`src/rtl/uart_pkg.sv`:
```
// Shared types and helpers for the UART receive path.
// Holds the frame layout, parity mode names and the round-robin grant search.
package uart_pkg;

  localparam int unsigned UART_DW = 8;
  localparam int unsigned MAX_CH  = 8;

  typedef struct packed {
    logic               pc_pass;
    logic [UART_DW-1:0] data;
  } rx_frame_t;

  localparam string PAR_NONE = "NONE";
  localparam string PAR_EVEN = "EVEN";
  localparam string PAR_ODD  = "ODD";

  // Returns {found, idx}: the first set req bit at or above ptr, wrapping mod n.
  function automatic logic [3:0] rr_next(input logic [MAX_CH-1:0] req,
                                         input logic [2:0]        ptr,
                                         input int unsigned       n);
    logic [3:0]  res;
    int unsigned idx;
    res = '0;
    // Scan from the far end so the smallest offset from ptr wins.
    for (int i = MAX_CH - 1; i >= 0; i--) begin
      idx = (32'(ptr) + 32'(i)) % n;
      if (32'(i) < n && req[idx[2:0]]) res = {1'b1, idx[2:0]};
    end
    return res;
  endfunction

endpackage

```
`src/rtl/uart_rx_chan_fifo.sv`:
```
// Per-channel frame FIFO with extra-MSB pointers.
// The caller guarantees push only when not full (or popped the same cycle) and pop only when not empty.
module uart_rx_chan_fifo #(
  parameter int W     = 9,
  parameter int DEPTH = 4
) (
  input  logic         clk,
  input  logic         rst,
  input  logic         push,
  input  logic         pop,
  input  logic [W-1:0] din,
  output logic [W-1:0] dout,
  output logic         full,
  output logic         empty
);
  localparam int AW = $clog2(DEPTH);
  localparam int PW = AW + 1;

  logic [PW-1:0] wr_q, wr_d, rd_q, rd_d;
  logic [W-1:0]  mem_q [DEPTH];

  always_comb begin
    wr_d = wr_q;
    rd_d = rd_q;
    if (push) wr_d = wr_q + 1'b1;
    if (pop)  rd_d = rd_q + 1'b1;
  end

  always_ff @(posedge clk or posedge rst) begin
    if (rst) begin
      wr_q <= '0;
      rd_q <= '0;
    end else begin
      wr_q <= wr_d;
      rd_q <= rd_d;
    end
  end

  // Storage needs no reset: the pointers alone define what is valid.
  always_ff @(posedge clk) begin
    if (push) mem_q[wr_q[AW-1:0]] <= din;
  end

  assign dout  = mem_q[rd_q[AW-1:0]];
  assign empty = (wr_q == rd_q);
  assign full  = (wr_q[AW] != rd_q[AW]) && (wr_q[AW-1:0] == rd_q[AW-1:0]);

endmodule

```
`src/rtl/uart_rx_rr_arbiter.sv`:
```
// Merges NUM_CH receiver byte streams into one channel-tagged valid/ready stream.
// Each channel is buffered; a frame hitting a full FIFO is dropped and counted.
module uart_rx_rr_arbiter
  import uart_pkg::*;
#(
  parameter int NUM_CH     = 4,
  parameter int DATA_WIDTH = 8,
  parameter int FIFO_DEPTH = 4,
  parameter int CNT_W      = 8
) (
  input  logic                         clk,
  input  logic                         rst,
  input  logic [NUM_CH-1:0]            in_vld,
  input  logic [NUM_CH*DATA_WIDTH-1:0] in_data,
  input  logic [NUM_CH-1:0]            in_pc_pass,
  output logic [NUM_CH-1:0]            in_rdy,
  output logic                         o_vld,
  output logic [DATA_WIDTH-1:0]        o_data,
  output logic [$clog2(NUM_CH)-1:0]    o_ch,
  output logic                         o_pc_pass,
  input  logic                         i_rdy,
  output logic [NUM_CH-1:0]            ovf,
  output logic [NUM_CH*CNT_W-1:0]      drop_cnt,
  input  logic                         clr_ovf
);
  localparam int CH_W = $clog2(NUM_CH);
  localparam int FW   = DATA_WIDTH + 1;

  logic [NUM_CH-1:0]         push, pop, full, empty, drop;
  logic [NUM_CH-1:0][FW-1:0] fifo_dout;

  logic                           rdy_q;
  logic                           o_vld_q, o_vld_d;
  logic [DATA_WIDTH-1:0]          o_data_q, o_data_d;
  logic [CH_W-1:0]                o_ch_q, o_ch_d;
  logic                           o_pc_q, o_pc_d;
  logic [CH_W-1:0]                rr_q, rr_d;
  logic [NUM_CH-1:0]              ovf_q, ovf_d;
  logic [NUM_CH-1:0][CNT_W-1:0]   cnt_q, cnt_d;

  logic [MAX_CH-1:0] req;
  logic [3:0]        rr_res;
  logic [CH_W-1:0]   gnt;
  logic              load;

  assign in_rdy = {NUM_CH{rdy_q}};

  for (genvar k = 0; k < NUM_CH; k++) begin : g_ch
    uart_rx_chan_fifo #(.W(FW), .DEPTH(FIFO_DEPTH)) u_fifo (
      .clk   (clk),
      .rst   (rst),
      .push  (push[k]),
      .pop   (pop[k]),
      .din   ({in_pc_pass[k], in_data[k*DATA_WIDTH +: DATA_WIDTH]}),
      .dout  (fifo_dout[k]),
      .full  (full[k]),
      .empty (empty[k])
    );
  end

  // Scheduler and output register.
  always_comb begin
    req      = MAX_CH'(~empty);
    rr_res   = rr_next(req, 3'(rr_q), NUM_CH);
    gnt      = CH_W'(rr_res[2:0]);
    load     = !o_vld_q || i_rdy;
    pop      = '0;
    rr_d     = rr_q;
    o_vld_d  = o_vld_q;
    o_data_d = o_data_q;
    o_ch_d   = o_ch_q;
    o_pc_d   = o_pc_q;
    if (load) begin
      if (rr_res[3]) begin
        pop[gnt] = 1'b1;
        rr_d     = (gnt == CH_W'(NUM_CH - 1)) ? '0 : gnt + 1'b1;
        o_vld_d  = 1'b1;
        o_data_d = fifo_dout[gnt][DATA_WIDTH-1:0];
        o_pc_d   = fifo_dout[gnt][DATA_WIDTH];
        o_ch_d   = gnt;
      end else begin
        o_vld_d = 1'b0;
      end
    end
  end

  // Ingress and drop accounting; a same-cycle pop frees the slot for the push.
  always_comb begin
    ovf_d = ovf_q;
    cnt_d = cnt_q;
    if (clr_ovf) begin
      ovf_d = '0;
      cnt_d = '0;
    end
    for (int k = 0; k < NUM_CH; k++) begin
      push[k] = in_vld[k] && rdy_q && (!full[k] || pop[k]);
      drop[k] = in_vld[k] && rdy_q && full[k] && !pop[k];
      if (drop[k]) begin
        ovf_d[k] = 1'b1;
        if (cnt_d[k] != {CNT_W{1'b1}}) cnt_d[k] = cnt_d[k] + 1'b1;
      end
    end
  end

  always_ff @(posedge clk or posedge rst) begin
    if (rst) begin
      rdy_q    <= 1'b0;
      o_vld_q  <= 1'b0;
      o_data_q <= '0;
      o_ch_q   <= '0;
      o_pc_q   <= 1'b0;
      rr_q     <= '0;
      ovf_q    <= '0;
      cnt_q    <= '0;
    end else begin
      rdy_q    <= 1'b1;
      o_vld_q  <= o_vld_d;
      o_data_q <= o_data_d;
      o_ch_q   <= o_ch_d;
      o_pc_q   <= o_pc_d;
      rr_q     <= rr_d;
      ovf_q    <= ovf_d;
      cnt_q    <= cnt_d;
    end
  end

  assign o_vld     = o_vld_q;
  assign o_data    = o_data_q;
  assign o_ch      = o_ch_q;
  assign o_pc_pass = o_pc_q;
  assign ovf       = ovf_q;
  assign drop_cnt  = cnt_q;

endmodule

```
`config.mk`:
```
export PLATFORM = sky130hd
export DESIGN_NAME = uart_rx_rr_arbiter
export DESIGN_NICKNAME = d
export VERILOG_FILES = /design/src/rtl/uart_pkg.sv /design/src/rtl/uart_rx_chan_fifo.sv /design/src/rtl/uart_rx_rr_arbiter.sv
export SDC_FILE = /design/constraint.sdc
export NUM_CORES = 1
export LEC_CHECK = 0
export ABC_AREA = 1
export CAP_MARGIN = 5
export CORE_ASPECT_RATIO = 0.9
export CORE_MARGIN = 2
export CORE_UTILIZATION = 29
export CTS_CLUSTER_DIAMETER = 80
export CTS_CLUSTER_SIZE = 20
export DETAILED_ROUTE_END_ITERATION = 8
export SYNTH_ARGS = -nofsm -noshare
export SYNTH_HDL_FRONTEND = slang
export SYNTH_SLANG_ARGS = --single-unit
```
`constraint.sdc`:
```
create_clock -name clk -period 3 [get_ports clk]
set_input_delay 0.6 -clock clk [delete_from_list [all_inputs] [get_ports clk]]
set_output_delay 0.6 -clock clk [all_outputs]
set_load 0.01 [all_outputs]
```
==> results of run 1 <==
## state kept, by name (all words and copies together), names as in the netlist
name / flops
drop_cnt: 32
g_ch.u_fifo.mem_q: 144
g_ch.u_fifo.rd_q: 12
g_ch.u_fifo.wr_q: 12
o_ch: 2
o_data: 8
o_pc_pass: 1
o_vld: 1
ovf: 4
rdy_q: 1
rr_q: 2
## synthesized netlist by cell type (3+ instances only)
cell / instances
a21oi_1: 33
a32o_1: 18
buf_2: 4
buf_4: 8
buf_6: 3
clkbuf_1: 17
clkinv_1: 3
dfrtp_1: 75
edfxtp_1: 144
ha_1: 26
inv_1: 85
inv_2: 8
nand2_1: 270
nand2_2: 14
nand2_4: 11
nand3_1: 42
nand3_2: 4
nand3_4: 3
nand4_1: 14
nor2_1: 73
nor2_2: 4
nor2_4: 3
nor2_8: 3
nor3_1: 12
nor3_2: 3
o21ai_0: 54
o21ai_1: 12
o22ai_1: 14
or2_2: 5
xnor2_1: 5
xnor2_2: 3
xor2_1: 23
## worst max-delay path, delay by kind of cell, from the launching register on
family,cells,cell delay [ns]
buf+inv,2,0.27
simple gates,11,1.27
fa+ha+maj,1,0.24
xor+xnor,1,0.26
flops,1,0.46
## metal layers
layer / GRT usage, % / part of all wire [%] / vias up / routed length (um)
li1: - / - / 3623 / -
met1: 18.4 / 48 / 3500 / 11400
met2: 21.2 / 46 / 140 / 11000
met3: 2.22 / 4.7 / 29 / 1130
met4: 2.92 / 2.0 / 0 / 471
met5: 0 / 0 / - / 0
## logic make-up (layout without fill, tap and decap cells)
kind of cell	count (synthesis)	in the layout	share of synthesized area (%)
buf+inv	132	259	5.36
xor+xnor	31	31	2.82
flops	219	219	59.5
other cells	1	2	0.0360
fa+ha+maj	26	26	3.12
compound gates	136	136	7.79
simple gates	467	467	21.3
## through the flow
stage	hold slack, ns	utilization (%)	instance area (um2)	cells
2_1_floorplan	0.470	-	10400	1012
3_3_place_gp	0.473	34.3	12100	1580
3_5_place_dp	0.471	34.3	12100	1580
4_1_cts	0.433	35.9	12600	1608
5_1_grt	0.451	36.1	12700	1608
6_report	0.426	36.1	12700	1609
## path summary, 6_finish.rpt
check,to,slack [ns],depth (start not counted)
worst min register to register,ovf[2],0.49,2
max in group asynchronous,o_pc_pass,1.89,3
worst max register to register,g_ch[0].u_fifo.mem_q[3][4],0.18,15
min in group clk,ovf[2],0.49,2
worst max-delay path,g_ch[0].u_fifo.mem_q[3][4],0.18,15
worst min-delay path,drop_cnt[12],0.43,2
## power breakdown
group	switching [mW]	total, mW	internal (mW)
Combinational	2.86	4.57	1.71
Clock	1.09	2.42	1.33
Sequential	0.351	4.10	3.75
## area by class of cell
cell class	instances	area, um2	area share (%)
Sequential cell	219	6200	48.8
Multi-Input combinational cell	661	3680	29.0
Timing Repair Buffer	133	1290	10.2
Tap cell	469	587	4.62
Clock buffer	21	442	3.48
Inverter	98	374	2.94
Clock inverter	7	126	0.995
Antenna cell	1	2.50	0.0197
## what timing repair did
item,in CTS,in global routing
gates resized for setup,0,13
setup endpoints to repair,0,108
hold buffers,0,0
setup buffers,0,0
==> results_dict.tcl, run 1 <==
set metrics [dict create \
    crit_fanout 10 \
    die_y_um 184 \
    skew_ns 0.0183 \
    setup_viol_count_final 0 \
    vias 7292 \
    die_w_um 204 \
    firstDrtPassIters 4 \
    crit_top_cell "nand2_2" \
    worst_pin_slew_ns 0.600 \
    ys_seq_area_share_pct 59.5 \
    place.gp.congestion 0.817 \
    ys_async_sr_fraction_pct 34.2 \
    clk_pin_slew_ns 0.09 \
    start_kind "register" \
    yosysUniqueCellTypes 44 \
    clkLatencyLatePin_ns 0.50 \
    syn_area_per_cell_um2 10.3 \
    yosys_warnings 0 \
    initialDrtViolationCount 382 \
    crit_type "register to register" \
    ioPinCount 96 \
    layout_common_cells "nand2_1, edfxtp_1, clkdlybuf4s50_1, inv_1, dfrtp_1" \
    cap_violations 0 \
    n_fill_cell 3472 \
    drive_above_1_share_pct 11.9 \
    setup_ws_ns 0.184 \
    dieArea_um2 37400 \
    rsz0062_at_grt "no" \
    vias_per_cell 4.53 \
    crit_arrival_ns 3.01 \
    num_rows 65 \
    grt_pass1_wl_um 38900 \
    ir_drop_mv 0.438 \
    grt_max_degree 31 \
    dp_slack_ns 0.0804 \
    fin_crit_ns 2.82 \
    grt_antenna_before_repair 1 \
    synthToLayoutAreaGrowth_pct 22.0 \
    root_buffer "clkbuf_16" \
    syn_area_um2 10400 \
    syn-num-nets 1082 \
    start_util_pct 29.6 \
    startpoint "g_ch[3].u_fifo.wr_q[1]" \
    synthFlopType "edfxtp_1" \
    fin_tns_setup_ns 0 \
    worstSetupEndpointType "register" \
    critPathSlowestCell "dfrtp_1" \
    required_ns 3.20 \
    synth_top_area_cell "edfxtp_1" \
    core_area_um2 35200 \
    synthDominantCellAreaShare_pct 41.5 \
    drc 0 \
    hold_viol_final 0 \
    postRouteAntennaNets 0 \
    report.power.total_mw 11.1 \
    grt_usage_pct 13.1 \
    period_share_pct 93.9 \
    status "finished clean" \
    max_freq_ghz 0.355 \
    synth_edf_count 144 \
    cpPeakStageDelay_ns 0.46 \
    ys_top_cells_by_area "edfxtp_1, dfrtp_1, nand2_1" \
    cts_tree "yes" \
    dp_hpwl_um 17200 \
    hold_class "input pin to asynchronous set/reset pin" \
    leakage_nw 5.11 \
    nets 1199 \
    synth-seq-cells 219 \
    wire_per_inst_um 15.0 \
    cts-htree-levels 1 \
    power_density_nw_per_um2 873 \
    port_buffers 95 \
    routed_wirelength_um 24100 \
    cts_made_buffers 16 \
    final_common_cell "nand2_1" \
    clockBufferDepth 3 \
    cts_sinks 219 \
    slew_headroom_pct 59.7 \
    gr-total-overflow 0 \
    synthCells 1012 \
    maxSlewViolCount 0 \
    regToRegStartpoint "g_ch[3].u_fifo.wr_q[1]" \
    path_cells "xnor2_2 -> nand4_1 -> nand3_2 -> nand2_1 -> nand2_2 -> nand2_2 -> nand2_4 -> nand2_8 -> inv_1 -> ha_2 -> nand2_8 -> nand2_2 -> nand3_4 -> nor2_2 -> buf_6" \
    grt_pass1_vias 7255 \
]
No activity file was read; power rests on OpenSTA's default activity.
==> run 2: changes to the inputs <==
--- a/config.mk
+++ b/config.mk
@@ -6,7 +6,7 @@
 export NUM_CORES = 1
 export LEC_CHECK = 0
 export ABC_AREA = 1
-export CAP_MARGIN = 5
+export CAP_MARGIN = 20
 export CORE_ASPECT_RATIO = 0.9
 export CORE_MARGIN = 2
 export CORE_UTILIZATION = 29
==> results of run 2 <==
Final layout, timing and power as in run 1 (identical DEF).
==> run 3: changes to the inputs <==
--- a/config.mk
+++ b/config.mk
@@ -13,6 +13,7 @@
 export CTS_CLUSTER_DIAMETER = 80
 export CTS_CLUSTER_SIZE = 20
 export DETAILED_ROUTE_END_ITERATION = 8
+export SLEW_MARGIN = 15
 export SYNTH_ARGS = -nofsm -noshare
 export SYNTH_HDL_FRONTEND = slang
 export SYNTH_SLANG_ARGS = --single-unit
==> results of run 3 <==
Final layout, timing and power as in run 1 (identical DEF).
